--- config.mk ---
export PLATFORM = sky130hd
export DESIGN_NAME = mem_port_arbiter_flat
export DESIGN_NICKNAME = d
export VERILOG_FILES = /design/src/rtl/mem_port_arbiter_if.sv /design/src/rtl/mem_port_arbiter.sv /design/src/flat_wrapper.sv
export SDC_FILE = /design/constraint.sdc
export NUM_CORES = 1
export LEC_CHECK = 0
export ABC_AREA = 1
export CAP_MARGIN = 20
export CELL_PAD_IN_SITES_DETAIL_PLACEMENT = 1
export CELL_PAD_IN_SITES_GLOBAL_PLACEMENT = 1
export CORE_AREA = 2 2 158 160
export DETAILED_ROUTE_END_ITERATION = 8
export DIE_AREA = 0 0 160 162
export PLACE_DENSITY_LB_ADDON = 0.1
export SYNTH_ARGS = -nofsm -noshare
export SYNTH_HDL_FRONTEND = slang
export SYNTH_SLANG_ARGS = --single-unit
--- constraint.sdc ---
create_clock -name clk -period 1.9 [get_ports clk]
set_input_delay 0.38 -clock clk [delete_from_list [all_inputs] [get_ports clk]]
set_output_delay 0.38 -clock clk [all_outputs]
set_load 0.05 [all_outputs]
--- src/rtl/mem_port_arbiter_if.sv ---
// Bus bundle for mem_port_arbiter: two requester ports (A = fetch,
// B = load/store), the shared slave port and the grant indicator.
// The master modport is the arbiter's view; the slave modport is the
// view of the surrounding requesters and memory target.
interface mem_port_arbiter_if #(
   parameter int EXC_W = 4
);
   logic [31:0]      a_addr_In;
   logic [31:0]      a_data_In;
   logic [1:0]       a_dataWidth_In;
   logic             a_isRead_In;
   logic             a_valid_In;
   logic             a_ok_Out;
   logic [31:0]      a_data_Out;
   logic [EXC_W-1:0] a_exception_Out;

   logic [31:0]      b_addr_In;
   logic [31:0]      b_data_In;
   logic [1:0]       b_dataWidth_In;
   logic             b_isRead_In;
   logic             b_valid_In;
   logic             b_ok_Out;
   logic [31:0]      b_data_Out;
   logic [EXC_W-1:0] b_exception_Out;

   logic [31:0]      s_addr_Out;
   logic [31:0]      s_data_Out;
   logic [1:0]       s_dataWidth_Out;
   logic             s_isRead_Out;
   logic             s_select_Out;
   logic             s_finish_In;
   logic [31:0]      s_data_In;
   logic [EXC_W-1:0] s_exception_In;

   logic [1:0]       grant_Out;

   modport master (
      input  a_addr_In, a_data_In, a_dataWidth_In, a_isRead_In, a_valid_In,
      output a_ok_Out, a_data_Out, a_exception_Out,
      input  b_addr_In, b_data_In, b_dataWidth_In, b_isRead_In, b_valid_In,
      output b_ok_Out, b_data_Out, b_exception_Out,
      output s_addr_Out, s_data_Out, s_dataWidth_Out, s_isRead_Out, s_select_Out,
      input  s_finish_In, s_data_In, s_exception_In,
      output grant_Out
   );

   modport slave (
      output a_addr_In, a_data_In, a_dataWidth_In, a_isRead_In, a_valid_In,
      input  a_ok_Out, a_data_Out, a_exception_Out,
      output b_addr_In, b_data_In, b_dataWidth_In, b_isRead_In, b_valid_In,
      input  b_ok_Out, b_data_Out, b_exception_Out,
      input  s_addr_Out, s_data_Out, s_dataWidth_Out, s_isRead_Out, s_select_Out,
      output s_finish_In, s_data_In, s_exception_In,
      input  grant_Out
   );
endinterface

--- src/rtl/mem_port_arbiter.sv ---
// Two-master, one-slave memory port arbiter with round-robin grant.
// A transaction walks IDLE -> BUSY -> RESP -> RELEASE; the request fields
// are latched on grant and the slave response is routed back to the owner
// as a one-cycle ok pulse.
// Optional feature macro: ARB_TIMEOUT_EN adds a bus-timeout watchdog that
// ends a BUSY phase after TIMEOUT_CYCLES cycles with EXC_BUS_TIMEOUT.
module mem_port_arbiter #(
   parameter int EXC_W           = 4,
   parameter int EXC_OK          = 0,
   parameter int EXC_BUS_TIMEOUT = 9,
   parameter int TIMEOUT_CYCLES  = 64
) (
   input logic                clk,
   input logic                rst,
   mem_port_arbiter_if.master bus
);

   typedef enum logic [1:0] {
      IDLE    = 2'd0,
      BUSY    = 2'd1,
      RESP    = 2'd2,
      RELEASE = 2'd3
   } state_t;

   state_t           state;
   state_t           state_next;

   logic [1:0]       owner;
   logic             last_b;
   logic             pick_a;
   logic             pick_b;
   logic             finish;
   logic             expire;

   logic [31:0]      s_addr;
   logic [31:0]      s_data;
   logic [1:0]       s_width;
   logic             s_is_read;
   logic [31:0]      a_rdata;
   logic [31:0]      b_rdata;
   logic [EXC_W-1:0] a_exc;
   logic [EXC_W-1:0] b_exc;

   // Round-robin pick: a lone requester wins, on a tie the master that
   // was not served last wins.
   always_comb begin
      pick_a = bus.a_valid_In && (!bus.b_valid_In || last_b);
      pick_b = bus.b_valid_In && !pick_a;
      finish = (state == BUSY) && bus.s_finish_In;
   end

`ifdef ARB_TIMEOUT_EN
   localparam int CNT_W = (TIMEOUT_CYCLES > 2) ? $clog2(TIMEOUT_CYCLES) : 1;

   logic [CNT_W-1:0] wd_cnt;

   // Watchdog counter: zero outside BUSY, counts each BUSY cycle.
   always_ff @(posedge clk) begin
      if (rst || state != BUSY)
         wd_cnt <= '0;
      else
         wd_cnt <= wd_cnt + 1'b1;
   end

   // Expiry fires on the last budgeted BUSY cycle; a real finish wins.
   always_comb begin
      expire = (state == BUSY) && !bus.s_finish_In &&
               (wd_cnt == CNT_W'(TIMEOUT_CYCLES - 1));
   end
`else
   // Without the watchdog, BUSY waits for the slave indefinitely.
   always_comb begin
      expire = 1'b0;
   end
`endif

   // State register.
   always_ff @(posedge clk) begin
      if (rst)
         state <= IDLE;
      else
         state <= state_next;
   end

   // Next-state logic for the four-phase transaction.
   always_comb begin
      state_next = state;
      case (state)
         IDLE:    if (pick_a || pick_b) state_next = BUSY;
         BUSY:    if (finish || expire) state_next = RESP;
         RESP:    state_next = RELEASE;
         RELEASE: state_next = IDLE;
         default: state_next = IDLE;
      endcase
   end

   // Request latching on grant and response capture for the owner.
   always_ff @(posedge clk) begin
      if (rst) begin
         s_addr    <= '0;
         s_data    <= '0;
         s_width   <= '0;
         s_is_read <= 1'b0;
         owner     <= 2'b00;
         last_b    <= 1'b1;
         a_rdata   <= '0;
         b_rdata   <= '0;
         a_exc     <= EXC_W'(EXC_OK);
         b_exc     <= EXC_W'(EXC_OK);
      end else begin
         case (state)
            IDLE: begin
               if (pick_a) begin
                  s_addr    <= bus.a_addr_In;
                  s_data    <= bus.a_data_In;
                  s_width   <= bus.a_dataWidth_In;
                  s_is_read <= bus.a_isRead_In;
                  owner     <= 2'b01;
                  last_b    <= 1'b0;
               end else if (pick_b) begin
                  s_addr    <= bus.b_addr_In;
                  s_data    <= bus.b_data_In;
                  s_width   <= bus.b_dataWidth_In;
                  s_is_read <= bus.b_isRead_In;
                  owner     <= 2'b10;
                  last_b    <= 1'b1;
               end
            end
            BUSY: begin
               if (finish) begin
                  if (owner[0]) begin
                     a_rdata <= bus.s_data_In;
                     a_exc   <= bus.s_exception_In;
                  end
                  if (owner[1]) begin
                     b_rdata <= bus.s_data_In;
                     b_exc   <= bus.s_exception_In;
                  end
               end else if (expire) begin
                  if (owner[0]) begin
                     a_rdata <= '0;
                     a_exc   <= EXC_W'(EXC_BUS_TIMEOUT);
                  end
                  if (owner[1]) begin
                     b_rdata <= '0;
                     b_exc   <= EXC_W'(EXC_BUS_TIMEOUT);
                  end
               end
            end
            default: begin
            end
         endcase
      end
   end

   // Outputs decoded from the current phase and owner.
   always_comb begin
      bus.s_select_Out    = (state == BUSY);
      bus.grant_Out       = (state == BUSY || state == RESP) ? owner : 2'b00;
      bus.a_ok_Out        = (state == RESP) && owner[0];
      bus.b_ok_Out        = (state == RESP) && owner[1];
      bus.a_data_Out      = a_rdata;
      bus.b_data_Out      = b_rdata;
      bus.a_exception_Out = a_exc;
      bus.b_exception_Out = b_exc;
      bus.s_addr_Out      = s_addr;
      bus.s_data_Out      = s_data;
      bus.s_dataWidth_Out = s_width;
      bus.s_isRead_Out    = s_is_read;
   end

endmodule

--- src/flat_wrapper.sv ---
// flat-port wrapper written by rule: the top's interface ports become plain ports
module mem_port_arbiter_flat 
#(
   parameter int EXC_W           = 4,
   parameter int EXC_OK          = 0,
   parameter int EXC_BUS_TIMEOUT = 9,
   parameter int TIMEOUT_CYCLES  = 64
)
  (clk, rst, bus_a_addr_In, bus_a_data_In, bus_a_dataWidth_In, bus_a_isRead_In, bus_a_valid_In, bus_a_ok_Out, bus_a_data_Out, bus_a_exception_Out, bus_b_addr_In, bus_b_data_In, bus_b_dataWidth_In, bus_b_isRead_In, bus_b_valid_In, bus_b_ok_Out, bus_b_data_Out, bus_b_exception_Out, bus_s_addr_Out, bus_s_data_Out, bus_s_dataWidth_Out, bus_s_isRead_Out, bus_s_select_Out, bus_s_finish_In, bus_s_data_In, bus_s_exception_In, bus_grant_Out);
  mem_port_arbiter_if #(.EXC_W(EXC_W)) bus_i ();
  input logic clk;
  input logic rst;
  input wire logic [$bits(bus_i.a_addr_In)-1:0] bus_a_addr_In;
  input wire logic [$bits(bus_i.a_data_In)-1:0] bus_a_data_In;
  input wire logic [$bits(bus_i.a_dataWidth_In)-1:0] bus_a_dataWidth_In;
  input wire logic [$bits(bus_i.a_isRead_In)-1:0] bus_a_isRead_In;
  input wire logic [$bits(bus_i.a_valid_In)-1:0] bus_a_valid_In;
  output wire logic [$bits(bus_i.a_ok_Out)-1:0] bus_a_ok_Out;
  output wire logic [$bits(bus_i.a_data_Out)-1:0] bus_a_data_Out;
  output wire logic [$bits(bus_i.a_exception_Out)-1:0] bus_a_exception_Out;
  input wire logic [$bits(bus_i.b_addr_In)-1:0] bus_b_addr_In;
  input wire logic [$bits(bus_i.b_data_In)-1:0] bus_b_data_In;
  input wire logic [$bits(bus_i.b_dataWidth_In)-1:0] bus_b_dataWidth_In;
  input wire logic [$bits(bus_i.b_isRead_In)-1:0] bus_b_isRead_In;
  input wire logic [$bits(bus_i.b_valid_In)-1:0] bus_b_valid_In;
  output wire logic [$bits(bus_i.b_ok_Out)-1:0] bus_b_ok_Out;
  output wire logic [$bits(bus_i.b_data_Out)-1:0] bus_b_data_Out;
  output wire logic [$bits(bus_i.b_exception_Out)-1:0] bus_b_exception_Out;
  output wire logic [$bits(bus_i.s_addr_Out)-1:0] bus_s_addr_Out;
  output wire logic [$bits(bus_i.s_data_Out)-1:0] bus_s_data_Out;
  output wire logic [$bits(bus_i.s_dataWidth_Out)-1:0] bus_s_dataWidth_Out;
  output wire logic [$bits(bus_i.s_isRead_Out)-1:0] bus_s_isRead_Out;
  output wire logic [$bits(bus_i.s_select_Out)-1:0] bus_s_select_Out;
  input wire logic [$bits(bus_i.s_finish_In)-1:0] bus_s_finish_In;
  input wire logic [$bits(bus_i.s_data_In)-1:0] bus_s_data_In;
  input wire logic [$bits(bus_i.s_exception_In)-1:0] bus_s_exception_In;
  output wire logic [$bits(bus_i.grant_Out)-1:0] bus_grant_Out;
  assign bus_i.a_addr_In = bus_a_addr_In;
  assign bus_i.a_data_In = bus_a_data_In;
  assign bus_i.a_dataWidth_In = bus_a_dataWidth_In;
  assign bus_i.a_isRead_In = bus_a_isRead_In;
  assign bus_i.a_valid_In = bus_a_valid_In;
  assign bus_a_ok_Out = bus_i.a_ok_Out;
  assign bus_a_data_Out = bus_i.a_data_Out;
  assign bus_a_exception_Out = bus_i.a_exception_Out;
  assign bus_i.b_addr_In = bus_b_addr_In;
  assign bus_i.b_data_In = bus_b_data_In;
  assign bus_i.b_dataWidth_In = bus_b_dataWidth_In;
  assign bus_i.b_isRead_In = bus_b_isRead_In;
  assign bus_i.b_valid_In = bus_b_valid_In;
  assign bus_b_ok_Out = bus_i.b_ok_Out;
  assign bus_b_data_Out = bus_i.b_data_Out;
  assign bus_b_exception_Out = bus_i.b_exception_Out;
  assign bus_s_addr_Out = bus_i.s_addr_Out;
  assign bus_s_data_Out = bus_i.s_data_Out;
  assign bus_s_dataWidth_Out = bus_i.s_dataWidth_Out;
  assign bus_s_isRead_Out = bus_i.s_isRead_Out;
  assign bus_s_select_Out = bus_i.s_select_Out;
  assign bus_i.s_finish_In = bus_s_finish_In;
  assign bus_i.s_data_In = bus_s_data_In;
  assign bus_i.s_exception_In = bus_s_exception_In;
  assign bus_grant_Out = bus_i.grant_Out;
  mem_port_arbiter #(.EXC_W(EXC_W), .EXC_OK(EXC_OK), .EXC_BUS_TIMEOUT(EXC_BUS_TIMEOUT), .TIMEOUT_CYCLES(TIMEOUT_CYCLES)) u_core (.clk(clk), .rst(rst), .bus(bus_i));
endmodule
==> results of run 1 <==
## registers in the layout, indices dropped and copies added, names as in the netlist
signal / count
u_core.state: 2
u_core.bus.a_data_Out: 32
u_core.bus.b_exception_Out: 4
u_core.bus.s_data_Out: 32
u_core.owner: 2
u_core.bus.b_data_Out: 32
u_core.bus.a_exception_Out: 4
u_core.bus.s_isRead_Out: 1
u_core.bus.s_addr_Out: 32
u_core.last_b: 1
u_core.bus.s_dataWidth_Out: 2
## cell usage after synthesis
library cell,count,area (um^2)
o21ai_0,72,360
nand2_2,2,12.5
buf_1,2,7.51
buf_6,2,22.5
nor2_1,138,518
nand2_1,280,1050
ha_1,3,37.5
nand2_4,1,11.3
clkbuf_1,36,135
o21bai_1,1,7.51
buf_2,21,105
inv_1,151,567
buf_4,4,30.0
dfxtp_1,144,2880
nand3_1,72,360
a21oi_1,75,375
## power breakdown
part	total [W]	internal [W]	switching [W]
Combinational	0.00690	0.00222	0.00468
Clock	0.00368	0.00214	0.00153
Sequential	0.00406	0.00371	0.000350
## layer usage
metal	share of wire	routed length, um
met4	0.0084	196
met3	0.082	1940
met1	0.44	10400
met5	0.00055	13
met2	0.47	10900
## per-stage QoR
stage	setup slack, ns	setup TNS (ns)	total power [W]	hold slack (ns)	cell area (um^2)
3_5_place_dp	-0.0165	-0.0728	0.0112	0.437	9930
5_1_grt	0.0111	0	0.0156	0.426	10500
3_3_place_gp	0.0307	0	0.0111	0.430	9930
2_1_floorplan	0.169	0	0.00875	0.449	6480
6_report	0.111	0	0.0146	0.428	10500
4_1_cts	0.00407	0	0.0148	0.407	10500
## cell families after synthesis
logic type	share of synthesized area
AND/OR/NAND/NOR	0.301
buffers and inverters	0.134
AO/OA/AOI/OAI	0.115
flip-flops	0.445
adder cells (fa/ha/maj)	0.00579
## worst paths after layout
| path | from | end | slack [ns] | cells after the start |
|---|---|---|---|---|
| setup / recovery | u_core.state[1] | bus_grant_Out[1] | 0.11 | 5 |
| setup reg to reg | u_core.state[1] | u_core.bus.a_data_Out[28] | 0.33 | 6 |
| hold / removal | bus_a_valid_In | u_core.owner[1] | 0.43 | 4 |
| hold reg to reg | u_core.bus.b_data_Out[28] | u_core.bus.b_data_Out[28] | 0.44 | 2 |
## final cells by class
type / instances / share of cell area
multi-input combinational: 644 / 0.263
clock inverter: 15 / 0.0199
sequential: 144 / 0.275
timing repair buffer: 341 / 0.310
tap: 324 / 0.0386
clock buffer: 17 / 0.0405
inverter: 151 / 0.0542
## worst min-delay path, stage by stage
cell	delay, ns
buf_2	0.16
nand2_4	0.08
nand3_1	0.09
a21oi_1	0.07
==> impl_metrics.toml, run 1 <==
[setup_path]
slowest_stage = "dfxtp_2"
cp_slowest_stage_delay_ns = 0.35
worstPathArrival_ns = 1.41
cpMostUsedCell = "inv_1"
critical-path-top-delay-family = "flip-flops"
timing_worst_setup_path_type = "reg2out"
launching_element_type_of_the_critical_path = "flop"
critical_path_buf_inv_count = 3
cp_cell_sequence = "inv_1, ha_4, nand2_1, inv_1, buf_12"
category_of_the_worst_setup_path_capture_point = "output port"
cp.required_ns = 1.52
critPathMaxFanout = 3

[clock_tree]
postCtsSetupRepairBufs = 0
clock_tree_sinks = 144
cts.repair.resized = 59
worst_skew_late_latency_ns = 0.43
cts.root.buffer_cell = "clkbuf_16"
cts.path.max_buffers = 2
cts_clk_pin_slew_worst_paths_ns = 0.06
post_cts_hold_buffer_count = 0
cts_tree = "built"
cts-buffers-inserted = 17
cts-htree-levels = 4

[grt]
gr-total-overflow = 0
met3_usage = 0.0610
grt_max_degree = 55
globalRouteMet2Util = 0.304
globalRouteTotalUtil = 0.179
via_count_of_the_first_global_routing_pass = 7030
met1_usage = 0.218
antenna_found_initial = 1
peak_usage_layer_in_the_global_routing_report = "met2"
grt_first_pass_wirelength_um = 37200

[cells_and_area]
layout_commonest_cell = "nand2_1"
mostFrequentLayoutCells = "nand2_1, clkdlybuf4s50_1, inv_1"
final.fill_count = 3097
final_cell_count_no_fill = 1636
synthToLayoutAreaGrowth_pct = 62.0
multi_input_area_um2 = 2760
post_route_cells_drive_above_1_share = 0.114
seq_area_um2 = 2880
antenna_cells_inserted = 0
nNetsFinal = 1477
finalCoreUtilization = 0.436

[power]
leakage_nw = 5.08
powerDensity_nw_per_um2 = 1390
vdd.ir_drop.worst_mv = 0.654

[yosys]
yosys_warnings = 0
mappedNetlistArea_um2 = 6480
netlist_instances = 1004
ys_seq_area_frac = 0.445
netlist-cell-type-count = 16
synth.net_count = 1182
ys_ff_latch = 144
syn-mean-instance-area_um2 = 6.46

[drt]
drtPass1Iterations = 6
initial_drc_count = 318
detail-route-antenna-nets = 0
drc = 0
post_drt_wl_per_cell_um = 14.3
vias_per_cell = 4.30
via_count = 7039
drt_wl_total_um = 23500

[sta]
max_clock_freq_mhz = 559
rsz0062_at_grt = "false"
timing_hold_violations_final = 0
finalCritPeriodShare = 0.941
period_needed_ns = 1.79
worst_slew_pin_slew_ns = 0.533
fin_worst_skew_ns = 0.0185
final-max-slew-violation-count = 0
finalSetupViolCount = 0
max-slew-margin-rel = 0.646

[placement]
io_buffer_count = 318
dpl.cell_count = 1604
gp_congestion = 0.731
dp.final_hpwl_um = 17300

[die]
start_util = 0.269
design.core.area_um2 = 24100
boundaryPins = 319
rows = 57
floorplan.die.width_um = 160
floorplan.die_area_um2 = 25900
die_height_um = 162

[status]
status = "completed"

[flow_run]
drv.max_cap_violation_count = 0

[worst_hold_path]
timing.hold.worst.class = "in2reg"
No activity file was read; power rests on OpenSTA's default activity.
==> run 2: changes to the inputs <==
- GPL_TIMING_DRIVEN: default -> 0
==> run 2 against run 1 <==
Against the previous run:
- global-route usage increased by 1.6 points
- design area decreased by 0.21%
- setup slack got worse by 0.051 ns
- clock power decreased by 8.4%
- non-clock buffer count increased by 41
- register-to-register slack got worse by 0.17 ns
- flip-flop and latch count unchanged
- core utilization decreased by 0.094 points
- worst hold slack improved by 0.015 ns
- clock skew decreased by 0.0047 ns
==> impl_metrics.toml, run 2 (synthesized netlist as in run 1, its figures left out) <==
[status]
status = "completed"

[setup_path]
critPathMaxFanout = 3
worstPathArrival_ns = 1.46
cp.required_ns = 1.52
timing_worst_setup_path_type = "reg2out"
launching_element_type_of_the_critical_path = "flop"
category_of_the_worst_setup_path_capture_point = "output port"

[placement]
io_buffer_count = 317
dp.final_hpwl_um = 19800
dpl.cell_count = 1645
gp_congestion = 0.752

[clock_tree]
cts.root.buffer_cell = "clkbuf_16"
cts_clk_pin_slew_worst_paths_ns = 0.07
cts.path.max_buffers = 2
cts-buffers-inserted = 17
cts-htree-levels = 4
worst_skew_late_latency_ns = 0.43
clock_tree_sinks = 144
cts_tree = "built"
post_cts_hold_buffer_count = 0

[power]
combPwrFrac = 0.477
vdd.ir_drop.worst_mv = 0.591
swShare = 0.474
power_report.internal_total_w = 0.00743
switchingPower_w = 0.00671
leakage_nw = 5.22
pwr-share-seq = 0.284
share_clk_of_total_power = 0.239
powerDensity_nw_per_um2 = 1350

[die]
boundaryPins = 319
rows = 57
floorplan.die_area_um2 = 25900
floorplan.die.width_um = 160
die_height_um = 162
design.core.area_um2 = 24100
start_util = 0.269

[cells_and_area]
post_route_cells_drive_above_1_share = 0.0540
nNetsFinal = 1518
layout_commonest_cell = "nand2_1"
seq_area_um2 = 2880
final_cell_count_no_fill = 1677
antenna_cells_inserted = 0
synthToLayoutAreaGrowth_pct = 61.7
mostFrequentLayoutCells = "nand2_1, clkdlybuf4s50_1, inv_1"
final.fill_count = 3137
multi_input_area_um2 = 2740

[sta]
final-max-slew-violation-count = 0
fin_tns_setup_ns = 0
worst_slew_pin_slew_ns = 0.588
timing_hold_violations_final = 0
max-slew-margin-rel = 0.609
max_clock_freq_mhz = 544
fin_worst_skew_ns = 0.0138
rsz0062_at_grt = "true"
period_needed_ns = 1.84
finalCritPeriodShare = 0.968
finalSetupViolCount = 0

[drt]
drtPass1Iterations = 4
initial_drc_count = 229
drt_wl_total_um = 25600
detail-route-antenna-nets = 0
via_count = 7329
post_drt_wl_per_cell_um = 15.3
drc = 0
vias_per_cell = 4.37

[grt]
grt_first_pass_wirelength_um = 40000
gr-total-overflow = 0
antenna_found_initial = 0
globalRouteTotalUtil = 0.195
via_count_of_the_first_global_routing_pass = 7556
grt_max_degree = 18

[worst_hold_path]
timing.hold.worst.class = "reg2reg"

[flow_run]
drv.max_cap_violation_count = 0
[run 2: cell count changes in the layout (fill, tap and decap cells not counted), sizes merged]
| cell | before | now |
|---|---|---|
| clkbuf | 17 | 55 |
| buf | 109 | 32 |
| clkinv | 1 | 3 |
| inv | 161 | 160 |
| clkinvlp | 1 | 3 |
| bufinv | 3 | 0 |
| dlygate4sd2 | 59 | 139 |
[run 2: worst paths after layout]
path                                 start                            end  slack [ns]  cells past startpoint
max                        u_core.state[1]               bus_grant_Out[1]        0.06                      5
min          u_core.bus.b_exception_Out[2]  u_core.bus.b_exception_Out[2]        0.44                      2
max reg2reg                u_core.state[1]      u_core.bus.a_data_Out[17]        0.16                      6
min reg2reg  u_core.bus.b_exception_Out[2]  u_core.bus.b_exception_Out[2]        0.44                      2
[run 2: layout make-up]
cell class / instances / share of cell area
Clock buffer: 17 / 0.0406
Timing Repair Buffer: 317 / 0.285
Tap cell: 324 / 0.0387
Inverter: 151 / 0.0541
Buffer: 65 / 0.0296
Multi-Input combinational cell: 644 / 0.261
Sequential cell: 144 / 0.275
Clock inverter: 15 / 0.0158
[run 2: per-stage QoR]
step	setup WS, ns	hold WS [ns]	cell area [um^2]	utilization	power, W
6_report	0.0603	0.443	10500	0.435	0.0141
5_1_grt	-0.0298	0.463	10500	0.435	0.0151
4_1_cts	0.00591	0.447	10500	0.434	0.0143
3_5_place_dp	-0.375	0.439	10100	0.417	0.0114
3_3_place_gp	-0.344	0.432	10100	0.417	0.0112
2_1_floorplan	0.169	0.449	6480	-	0.00875
[run 2: routing by layer]
metal  global-route usage  share of wire
met1                0.226           0.43
met2                0.341           0.47
met3               0.0692          0.082
met4               0.0532          0.014
met5                    0              0
[run 2: critical path: stages (launching register included)]
cell and delay, ns:
dfxtp_1 0.36, inv_1 0.07, ha_1 0.31, nand2_1 0.07
inv_1 0.07, buf_6 0.16
[run 2: power groups by stage]
stage / clock (W) / sequential [W] / combinational [W]
floorplan: 0 / 0.00628 / 0.00247
global placement: 0 / 0.00409 / 0.00714
detailed placement: 0 / 0.00412 / 0.00723
CTS: 0.00348 / 0.00403 / 0.00682
global route: 0.00360 / 0.00411 / 0.00737
finish: 0.00337 / 0.00402 / 0.00674
[run 2: timing repair]
item,CTS,global route
buffers inserted,0,0
gates resized for setup,164,19
setup endpoints to repair,144,37
==> run 3: changes to the inputs <==
- CAP_MARGIN: 20 -> 5
==> results of run 3 <==
Same layout as run 2: the final DEF is identical, and so are final timing and power.
